===== src/rtl/apb_slave_regs.sv =====
// APB completer with a small 32-bit register bank at BASE_ADDR; register 0 is a read-only ID.
// Wait states are inserted only when APB_SLV_WAIT_EN is defined; otherwise it is a zero-wait slave.
module apb_slave_regs #(
  parameter logic [31:0] BASE_ADDR   = 32'h0000_A000,
  parameter int          NUM_REGS    = 8,
  parameter int          WAIT_STATES = 2,
  parameter logic [31:0] ID_VALUE    = 32'hA5B0_0001
) (
  input  logic        Pclk,
  input  logic        Prst,
  input  logic [31:0] Paddr,
  input  logic        PSELx,
  input  logic        P_en,
  input  logic        P_WR,
  input  logic [31:0] PWdata,
  output logic [31:0] PRdata,
  output logic        P_ready,
  output logic        P_slverr
);

  typedef enum logic [1:0] {
    ST_IDLE   = 2'b00,
    ST_ACCESS = 2'b01
  } state_e;

  if (NUM_REGS < 2 || NUM_REGS > 16) begin : g_bad_num_regs
    $error("apb_slave_regs: NUM_REGS must be in 2..16");
  end
  if (WAIT_STATES < 0 || WAIT_STATES > 7) begin : g_bad_wait_states
    $error("apb_slave_regs: WAIT_STATES must be in 0..7");
  end

`ifdef APB_SLV_WAIT_EN
  localparam logic [2:0] WAIT_CNT = 3'(WAIT_STATES);
`else
  localparam logic [2:0] WAIT_CNT = 3'd0;
`endif

  state_e      state_q, state_d;
  logic [2:0]  cnt_q, cnt_d;
  logic [31:0] regs_q [1:NUM_REGS-1];

  logic [31:0] offset;
  logic [3:0]  idx;
  logic        in_range;
  logic        invalid;
  logic        ready;
  logic        commit;
  logic [31:0] rd_word;

  // Addresses below BASE_ADDR wrap to a huge offset and so fall out of range naturally.
  assign offset   = Paddr - BASE_ADDR;
  assign idx      = offset[5:2];
  assign in_range = offset[31:2] < 30'(NUM_REGS);
  assign invalid  = (offset[1:0] != 2'b00) | ~in_range | (P_WR & (idx == 4'd0));

  assign ready  = (state_q == ST_ACCESS) & PSELx & P_en & (cnt_q == 3'd0);
  assign commit = ready & P_WR & ~invalid;

  // NOTE: every variable driven here gets a default first, so no path can infer a latch.
  always_comb begin
    state_d = state_q;
    cnt_d   = cnt_q;
    case (state_q)
      ST_IDLE: begin
        if (PSELx && !P_en) begin
          state_d = ST_ACCESS;
          cnt_d   = WAIT_CNT;
        end
      end
      ST_ACCESS: begin
        if (!PSELx) begin
          state_d = ST_IDLE;
          cnt_d   = 3'd0;
        end else if (ready) begin
          state_d = ST_IDLE;
        end else if (cnt_q != 3'd0) begin
          cnt_d = cnt_q - 3'd1;
        end
      end
      default: begin
        state_d = ST_IDLE;
        cnt_d   = 3'd0;
      end
    endcase
  end

  // NOTE: sequential state uses non-blocking assignments so all flops update from pre-edge values.
  always_ff @(posedge Pclk or negedge Prst) begin
    if (!Prst) begin
      state_q <= ST_IDLE;
      cnt_q   <= 3'd0;
    end else begin
      state_q <= state_d;
      cnt_q   <= cnt_d;
    end
  end

  // NOTE: the bank is small flop storage with defined reset contents, so it is reset like any register.
  always_ff @(posedge Pclk or negedge Prst) begin
    if (!Prst) begin
      for (int i = 1; i < NUM_REGS; i++) begin
        regs_q[i] <= '0;
      end
    end else if (commit) begin
      for (int i = 1; i < NUM_REGS; i++) begin
        if (idx == 4'(i)) begin
          regs_q[i] <= PWdata;
        end
      end
    end
  end

  // Mux by comparison rather than direct indexing so out-of-range indices never address the array.
  always_comb begin
    rd_word = (idx == 4'd0) ? ID_VALUE : 32'd0;
    for (int i = 1; i < NUM_REGS; i++) begin
      if (idx == 4'(i)) begin
        rd_word = regs_q[i];
      end
    end
  end

  assign P_ready  = ready;
  assign P_slverr = ready & invalid;
  assign PRdata   = (ready && !P_WR && !invalid) ? rd_word : 32'd0;

endmodule

===== config.mk =====
export PLATFORM = sky130hd
export DESIGN_NAME = apb_slave_regs
export DESIGN_NICKNAME = d
export VERILOG_FILES = /design/src/rtl/apb_slave_regs.sv
export SDC_FILE = /design/constraint.sdc
export NUM_CORES = 1
export LEC_CHECK = 0
export ABC_AREA = 1
export BUFFER_PORTS_ARGS = -buffer_cell sky130_fd_sc_hd__clkbuf_2
export CAP_MARGIN = 20
export CELL_PAD_IN_SITES_DETAIL_PLACEMENT = 0
export CELL_PAD_IN_SITES_GLOBAL_PLACEMENT = 1
export CORE_MARGIN = 2
export CORE_UTILIZATION = 45
export CTS_CLUSTER_SIZE = 20
export DETAILED_ROUTE_END_ITERATION = 10
export GPL_ROUTABILITY_DRIVEN = 1
export GPL_TIMING_DRIVEN = 0
export PLACE_DENSITY_LB_ADDON = 0.2
export SYNTH_ARGS = -nofsm -noshare
export SYNTH_HDL_FRONTEND = slang
export SYNTH_SLANG_ARGS = --single-unit

===== constraint.sdc =====
create_clock -name Pclk -period 8.4 [get_ports Pclk]
set_clock_uncertainty 0.15 [all_clocks]
set_input_delay 1.68 -clock Pclk [delete_from_list [all_inputs] [get_ports Pclk]]
set_output_delay 1.68 -clock Pclk [all_outputs]
set_load 0.01 [all_outputs]

==> reports/metrics.yaml, run 1 <==
sta:
  relSlewSlack_pct: 37.6
  period_minus_slack_ps: 6340
  worstMarginPinSlew_ps: 936
  setup_viol: 0
  final.setup.tns_ps: 0
  max_freq_mhz: 158
  maxSlewViolCount: 0
  hold_violations: 0
  rsz0062_at_grt: "no"
  post-route-period-util_pct: 75.5
drt:
  drt_iter0_drc: 1199
  first_pass_iters: 6
  via_per_inst: 5.74
  routed_wl_um: 41800
  vias: 11500
  drc: 0
  drtAntennaViolNets: 0
  routedWlPerCell_um: 20.8
cells_and_area:
  layout_common_cells: "658 x nand2_1, 256 x nand4_1, 228 x dfrtp_1, 101 x clkbuf_2, 92 x clkbuf_1"
  final_common_cell: "nand2_1"
  drive_gt1_share_pct: 11.2
  layoutNonFillerInstCount: 2004
  nNetsFinal: 1726
  antennaDiodeCount: 0
  areaGrowthSynthToFinish_pct: 17.2
power:
  vdd_drop_max_uv: 251
  p_per_area_nw_per_um2: 191
  cellLeakagePower_nw: 7.21
  power.total_mw: 2.59
clock_tree:
  clk_pin_slew_ps: 50
  root_buffer: "clkbuf_16"
  htree_levels: 1
  cts_setup_buffers: 0
  clk_path_buf_depth: 3
  cts_resized: 0
  clock-sinks: 228
  numCtsBuffers: 27
  clk_latency_ps: 540
  cts_hold_buf: 0
  cts_tree: "done"
floorplan:
  die_height_um: 164
  coreArea_um2: 25300
  dieArea_um2: 27000
  io_pins: 103
  fp.dieW_um: 164
  start_util_pct: 45.9
  num_rows: 58
synthesis:
  yosysSeqAreaShare_pct: 49.3
  synth_seq_cells: 228
  synth_area_um2: 11600
  post_synth.cell_area_avg_um2: 7.61
  ys_warn_count: 0
  synthCells: 1521
  synth_cell_type_count: 27
  synthArstFlopShare_pct: 100
  synth-edff-count: 0
  syn-num-nets: 1593
  synthFlopType: "dfrtp_1"
global_route:
  grt_max_degree: 95
  antenna_found_initial: 0
  grt_pass1_wl_um: 63500
  gr-total-overflow: 0
  grt_use_total_pct: 31.2
  grt_pass1_vias: 10900
worst_setup_path:
  worstPathArrival_ps: 4510
  cp.required_ps: 6570
  r2r_cells: 11
  crit_path_max_fanout: 10
  reg2reg_slack_ps: 5090
  crit_type: "input port to output port"
  crit_path_start_kind: "input port"
  cp-end-kind: "output port"
placed_design:
  io_buffers: 102
  gp_congestion: 0.875
  dpl.hpwl_um: 27900
  dp.cells: 1955
hold_path:
  hp-class: "flip-flop to flip-flop"
  whs_path_depth: 2
run:
  cap_violations: 0
status:
  outcome: "finished clean"
-- through the flow --
stage | setup slack (ps) | utilization, % | area, µm² | hold slack (ps)
6_report | 2060 | 53.7 | 13600 | 312
5_1_grt | 1930 | 53.7 | 13600 | 334
4_1_cts | 2180 | 53.7 | 13600 | 318
3_5_place_dp | 2180 | 49.8 | 12600 | 303
3_3_place_gp | 615 | 49.5 | 12500 | 298
2_1_floorplan | 3200 | - | 11600 | 287
-- worst max-delay path, cell delays in order --
cell	delay, ps
clkbuf_2	130
clkinv_1	250
nand2_1	350
nor2_1	220
clkbuf_1	500
clkbuf_1	730
a21oi_1	150
nand2_1	120
o21ai_0	90
nor2_1	140
clkbuf_2	140
-- Yosys cell counts (3+ instances only) --
library cell    n  area, µm²
nand3_1        20        100
clkbuf_1       88        330
nand4_1       256       1600
o21ai_0        34        170
inv_1          34        128
buf_6          11        124
o22ai_1        11       68.8
ha_1            3       37.5
buf_1           4       15.0
a21oi_1        51        255
buf_2          19       95.1
nand2_1       658       2470
nor2_1         84        315
xor2_1          4       35.0
dfrtp_1       228       5710
-- power breakdown --
part | total [mW] | leakage, nW | internal, mW | switching [mW]
Sequential | 1.10 | 3.19 | 1.10 | 0.00178
Clock | 1.31 | 0.476 | 0.821 | 0.492
Combinational | 0.169 | 3.54 | 0.0379 | 0.131
-- flip-flops by register name (all words and copies together) (netlist names) --
| signal | cells |
|---|---|
| cnt_q | 3 |
| regs_q | 224 |
| state_q | 1 |
-- final timing paths --
| kind | end | startpoint |
|---|---|---|
| worst min-delay path | regs_q[25] | regs_q[25] |
| max in group asynchronous | regs_q[202] | Prst |
| min in group asynchronous | regs_q[98] | Prst |
| worst max register to register | regs_q[66] | cnt_q[0] |
| worst max-delay path | PRdata[19] | Paddr[2] |
| worst min register to register | regs_q[25] | regs_q[25] |
-- layout make-up --
class	count	area [µm²]
flip-flops and latches	228	5710
clock buffers	36	759
inverters	36	135
well taps	330	413
multi-input cells	1134	5160
clock inverters	13	240
fillers	2534	11700
plain buffers	123	579
repair buffers	104	574
-- cell families (layout without fill, tap and decap cells) --
family,count (synthesis),in the layout,synth area share (%)
AO/OA/AOI/OAI,100,100,4.54
XOR/XNOR,4,4,0.302
adder cells (fa/ha/maj),3,3,0.324
buffers and inverters,159,312,6.17
flip-flops,228,228,49.3
AND/OR/NAND/NOR,1027,1027,39.4
-- per-layer routing --
layer | global-route usage (%) | share of wire (%)
met3 | 4.80 | 8.9
met2 | 49.3 | 45
met1 | 43.5 | 42
met5 | 0 | 0
met4 | 12.1 | 3.7
Note: power is estimated with default switching activity, not from simulation.
==> inputs of run 2 (changes only) <==
--- a/config.mk
+++ b/config.mk
@@ -11,7 +11,7 @@
 export CELL_PAD_IN_SITES_DETAIL_PLACEMENT = 0
 export CELL_PAD_IN_SITES_GLOBAL_PLACEMENT = 1
 export CORE_MARGIN = 2
-export CORE_UTILIZATION = 45
+export CORE_UTILIZATION = 40
 export CTS_CLUSTER_SIZE = 20
 export DETAILED_ROUTE_END_ITERATION = 10
 export GPL_ROUTABILITY_DRIVEN = 1
==> constraint.sdc (replaced) <==
create_clock -name Pclk -period 5.4 [get_ports Pclk]
set_clock_uncertainty 0.15 [all_clocks]
set_input_delay 1.08 -clock Pclk [delete_from_list [all_inputs] [get_ports Pclk]]
set_output_delay 1.08 -clock Pclk [all_outputs]
set_load 0.01 [all_outputs]
==> run 2 against run 1 <==
Net effect: hold slack about the same; register-to-register slack worse by 3000 ps; first-iteration DRC count shrank 26%; worst setup slack got worse by 1700 ps; final area is 0.47% lower; utilization decreased by 6.5 points; non-clock buffer count unchanged; combinational power grew 57%; sequential power up 56%; global-route usage is 2.8 points lower; cell count grew 2.4%.
==> reports/metrics.yaml, run 2 (synthesis results as in run 1) <==
status:
  outcome: "finished clean"
cells_and_area:
  nNetsFinal: 1726  # unchanged
  drive_gt1_share_pct: 10.8  # -0.33 points
  areaGrowthSynthToFinish_pct: 16.6
  top_register: "regs_q"
  layout_common_cells: "658 x nand2_1, 256 x nand4_1, 228 x dfrtp_1, 102 x clkbuf_2, 93 x clkbuf_1"
  final_common_cell: "nand2_1"
  largest_reg_flops: 224  # unchanged
  largestRegisters: "regs_q (224), cnt_q (3), state_q (1)"
  final_util_pct: 47.2  # -6.5 points
  filler_cell_count: 2905  # +15%
  antennaDiodeCount: 0  # unchanged
floorplan:
  die_height_um: 174  # +5.9%
  coreArea_um2: 28600  # +13%
  dieArea_um2: 30300  # +12%
  start_util_pct: 40.5  # -5.4 points
  fp.dieW_um: 174  # +5.9%
  io_pins: 103  # unchanged
  num_rows: 62  # +6.9%
placed_design:
  gp_congestion: 0.836  # -4.5%
  io_buffers: 102  # unchanged
  dpl.hpwl_um: 28900  # +3.5%
drt:
  drtAntennaViolNets: 0  # unchanged
  drt_iter0_drc: 893  # -26%
  first_pass_iters: 7  # +1
  via_per_inst: 5.52  # -3.8%
  routed_wl_um: 43000  # +3.0%
  vias: 11300  # -1.5%
  routedWlPerCell_um: 20.9  # +0.50%
  drc: 0  # unchanged
clock_tree:
  cts_setup_buffers: 0  # unchanged
  clk_pin_slew_ps: 60  # about the same
  clock-sinks: 228  # unchanged
  htree_levels: 1  # unchanged
  clk_path_buf_depth: 3  # unchanged
  root_buffer: "clkbuf_16"
  clk_latency_ps: 520  # -20 ps
  numCtsBuffers: 27  # unchanged
  cts_resized: 0  # unchanged
  cts_hold_buf: 0  # unchanged
  cts_tree: "done"
global_route:
  grt_max_degree: 93  # -2.1%
  grt_use_total_pct: 28.4  # -2.8 points
  gr-total-overflow: 0  # unchanged
  grt_pass1_vias: 10900  # +0.35%
  antenna_found_initial: 0  # unchanged
  grt_pass1_wl_um: 65800  # +3.6%
sta:
  worstMarginPinSlew_ps: 968  # +31.2 ps
  maxSlewViolCount: 0  # unchanged
  max_freq_mhz: 197
  rsz0062_at_grt: "no"
  setup_viol: 0  # unchanged
  hold_violations: 0  # unchanged
  period_minus_slack_ps: 5080
  relSlewSlack_pct: 35.5  # -2.1 points
  post-route-period-util_pct: 94.0
worst_setup_path:
  crit_path_max_fanout: 10  # unchanged
  crit_path_start_kind: "input port"
  cp.required_ps: 4170  # -2400 ps
  crit_type: "input port to output port"
  worstPathArrival_ps: 3850  # -660 ps
  cp-end-kind: "output port"
power:
  cellLeakagePower_nw: 7.16  # -0.70%
  vdd_drop_max_uv: 140  # -44%
  power.total_mw: 3.81  # +47%
  p_per_area_nw_per_um2: 282  # +48%
hold_path:
  hp-class: "flip-flop to flip-flop"
run:
  cap_violations: 0  # unchanged
-- run 2: cell types whose count changed in the layout (fill, tap and decap cells not counted) --
| cell | delta |
|---|---|
| bufinv_16 | -4 |
| clkinvlp_4 | -3 |
| clkbuf_8 | +2 |
| clkbuf_1 | +1 |
| clkbuf_2 | +1 |
| clkinv_2 | -1 |
| inv_16 | -1 |
-- run 2: metal layers --
layer / global-route usage [%] / routed length, µm
met5: 0 / 0
met4: 8.61 / 1260
met3: 4.07 / 2870
met2: 45.8 / 19500
met1: 39.8 / 19300
-- run 2: area by class of cell --
| type | count | area, µm² | area share, % |
|---|---|---|---|
| Sequential cell | 228 | 5710 | 42.2 |
| Multi-Input combinational cell | 1134 | 5160 | 38.2 |
| Clock buffer | 40 | 795 | 5.88 |
| Buffer | 123 | 581 | 4.30 |
| Timing Repair Buffer | 104 | 574 | 4.25 |
| Tap cell | 384 | 480 | 3.56 |
| Inverter | 36 | 135 | 1.00 |
| Clock inverter | 4 | 72.6 | 0.537 |
-- run 2: stage by stage --
step,hold WS [ps],worst slack [ps],cells,area (µm²),setup TNS (ps)
finish,312,325,2053,13500,0
global route,337,139,2053,13500,0
CTS,318,161,2053,13500,0
detailed placement,303,164,2009,12600,0
global placement,298,-1980,2007,12600,-445600
floorplan,287,1400,1521,11600,0
-- run 2: worst max-delay path, stage by stage --
cell	delay, ps
clkbuf_2	130
clkinv_1	240
nand2_1	360
nor2_1	220
clkbuf_1	500
buf_1	550
nand2_1	110
nand2_1	100
o22ai_1	90
nor2_1	280
clkbuf_2	190
-- run 2: path summary, 6_finish.rpt --
kind,startpoint,end,slack [ps],depth (start not counted)
min in group asynchronous,Prst,regs_q[66],430,1
worst max register to register,cnt_q[0],regs_q[64],2110,11
worst min-delay path,regs_q[27],regs_q[27],310,2
worst min register to register,regs_q[27],regs_q[27],310,2
worst max-delay path,Paddr[2],PRdata[0],320,11
max in group asynchronous,Prst,regs_q[143],3450,3
-- run 2: where the power goes --
part	internal [mW]	total (mW)	leakage [nW]	switching, mW
clock	1.10	1.82	0.422	0.725
combinational	0.0596	0.266	3.55	0.207
sequential	1.72	1.72	3.19	0.00309
total	2.87	3.81	7.16	0.935
==> inputs of run 3 (changes only) <==
--- a/config.mk
+++ b/config.mk
@@ -10,6 +10,7 @@
 export CAP_MARGIN = 20
 export CELL_PAD_IN_SITES_DETAIL_PLACEMENT = 0
 export CELL_PAD_IN_SITES_GLOBAL_PLACEMENT = 1
+export CORE_ASPECT_RATIO = 0.75
 export CORE_MARGIN = 2
 export CORE_UTILIZATION = 40
 export CTS_CLUSTER_SIZE = 20
==> constraint.sdc (replaced) <==
create_clock -name Pclk -period 4.09 [get_ports Pclk]
set_clock_uncertainty 0.15 [all_clocks]
set_input_delay 0.818 -clock Pclk [delete_from_list [all_inputs] [get_ports Pclk]]
set_output_delay 0.818 -clock Pclk [all_outputs]
set_load 0.01 [all_outputs]
==> run 3 against run 2 <==
Net effect: hold slack worse by 290 ps; via count increased by 2.8%; combinational power rose by 34%; utilization grew 1.0 points; first-iteration DRC count grew 37%; die area about the same; register-to-register slack got worse by 1400 ps; sequential cell count unchanged; sequential power up 32%; count of clock-buffer cells in the layout is the same; global-route usage increased by 1.2 points; critical path type unchanged.
==> reports/metrics.yaml, run 3 (synthesis results as in run 1) <==
status:
  outcome: "finished clean"
worst_setup_path:
  r2r_cells: 11  # unchanged
  worstSetupStartpoint: "Paddr[5]"
  worstReg2RegStart: "cnt_q[0]"
  reg2reg_slack_ps: 730  # -1380 ps
  worstPathArrival_ps: 3020  # -830 ps
  crit_path_max_fanout: 10  # unchanged
  crit_type: "input port to output port"
  crit_path_end: "PRdata[0]"
  rr_endpoint: "regs_q[5]"
  cp-end-kind: "output port"
  cp.required_ps: 3120  # -1050 ps
  crit_path_start_kind: "input port"
drt:
  routedWlPerCell_um: 21.5  # +2.7%
  vias: 11700  # +2.8%
  drtAntennaViolNets: 0  # unchanged
  via_per_inst: 5.65  # +2.4%
  drt_iter0_drc: 1219  # +37%
  drc: 0  # unchanged
  routed_wl_um: 44400  # +3.2%
  first_pass_iters: 8  # +1
floorplan:
  dieArea_um2: 30300  # about the same
  coreArea_um2: 28200  # -1.3%
  die_height_um: 151  # -13%
  fp.dieW_um: 200  # +15%
  start_util_pct: 41.0  # +0.54 points
  num_rows: 53  # -15%
  io_pins: 103  # unchanged
sta:
  post-route-period-util_pct: 97.4
  worstMarginPinSlew_ps: 941  # -26.3 ps
  relSlewSlack_pct: 37.2  # +1.8 points
  max_freq_mhz: 251
  setup_viol: 0  # unchanged
  maxSlewViolCount: 0  # unchanged
  rsz0062_at_grt: "yes"
  period_minus_slack_ps: 3980
  hold_violations: 0  # unchanged
  holdWs_ps: 23.6  # -288 ps
global_route:
  grt_max_degree: 104  # +12%
  grt_pass1_wl_um: 68000  # +3.3%
  grt_use_total_pct: 29.6  # +1.2 points
  antenna_found_initial: 0  # unchanged
  grt_pass1_vias: 11000  # +1.0%
  gr-total-overflow: 0  # unchanged
cells_and_area:
  filler_cell_count: 2948  # +1.5%
  largestRegisters: "regs_q (224), cnt_q (3), state_q (1)"
  drive_gt1_share_pct: 12.6  # +1.7 points
  top_register: "regs_q"
  antennaDiodeCount: 0  # unchanged
  final_common_cell: "nand2_1"
  layout_common_cells: "655 x nand2_1, 256 x nand4_1, 228 x dfrtp_1, 115 x clkbuf_2, 84 x nor2_1"
  layoutNonFillerInstCount: 2062  # +0.44%
  areaGrowthSynthToFinish_pct: 17.6
  final_util_pct: 48.2  # +1.0 points
  largest_reg_flops: 224  # unchanged
  nNetsFinal: 1729  # +0.17%
placed_design:
  io_buffers: 102  # unchanged
  dp.cells: 2010  # +0.050%
  gp_congestion: 0.864  # +3.3%
  dpl.hpwl_um: 29900  # +3.4%
clock_tree:
  htree_levels: 1  # unchanged
  clock-sinks: 228  # unchanged
  clk_latency_ps: 540  # +20 ps
  root_buffer: "clkbuf_16"
  clk_path_buf_depth: 3  # unchanged
  clk_pin_slew_ps: 60  # about the same
  cts_tree: "done"
  numCtsBuffers: 26  # -3.7%
power:
  vdd_drop_max_uv: 288  # +110%
  cellLeakagePower_nw: 7.26  # +1.4%
  p_per_area_nw_per_um2: 368  # +30%
hold_path:
  hp-class: "input port to async pin"
run:
  cap_violations: 0  # unchanged
-- run 3: how the worst min path moves through the flow --
stage                start  cells after the start           to  slack [ps]
2_1_floorplan   regs_q[10]                      2   regs_q[10]         290
3_3_place_gp   regs_q[184]                      2  regs_q[184]         300
3_5_place_dp    regs_q[17]                      2   regs_q[17]         300
4_1_cts               Prst                      1  regs_q[140]          30
5_1_grt               Prst                      1     cnt_q[2]          50
6_report              Prst                      1     cnt_q[2]          20
-- run 3: cell type report --
class	instances	area, µm²	share of cell area [%]
flip-flops and latches	228	5710	41.9
multi-input cells	1134	5200	38.2
clock inverters	8	80.1	0.588
plain buffers	123	626	4.59
inverters	36	139	1.02
clock buffers	40	783	5.75
repair buffers	108	604	4.44
well taps	385	482	3.54
-- run 3: what timing repair did --
action	4_1_cts	5_1_grt
hold endpoints to repair	0	0
resized for setup	14	30
hold buffers	0	0
endpoints found under the setup margin	32	33
buffers inserted	1	3
pin swaps	1	2
-- run 3: critical path, stage by stage --
cell and delay (ps):
clkbuf_2 100, inv_1 50, nand2_1 150, nor2_1 120, inv_1 110, clkbuf_1 610, clkbuf_2 510, o22ai_1 140
nor2_1 220, clkbuf_2 170
-- run 3: metrics by stage --
step | setup WS, ps | setup TNS, ps | instance area [µm²] | power, mW
CTS | 8.26 | 0 | 13500 | 5.02
finish | 106 | 0 | 13600 | 5.01
detailed placement | -626 | -9840 | 12600 | 2.66
global placement | -2960 | -677470 | 12600 | 2.65
floorplan | 612 | 0 | 11600 | 2.44
global route | -12.9 | -37.2 | 13600 | 5.16
-- run 3: metal layers --
metal  vias to the layer above  routed length (µm)  global-route usage [%]  share of wire (%)
li1                       5394                   -                       -                  -
met1                      5644               20600                    44.7                 47
met2                       549               18100                    42.3                 41
met3                        66                4470                    6.41                 10
met4                         0                1130                    8.78                2.5
met5                         -                   0                       0                  0
-- run 3: where the power goes --
group | internal (mW) | switching, mW
Sequential | 2.26 | 0.00390
Clock | 1.38 | 0.998
Combinational | 0.0800 | 0.277
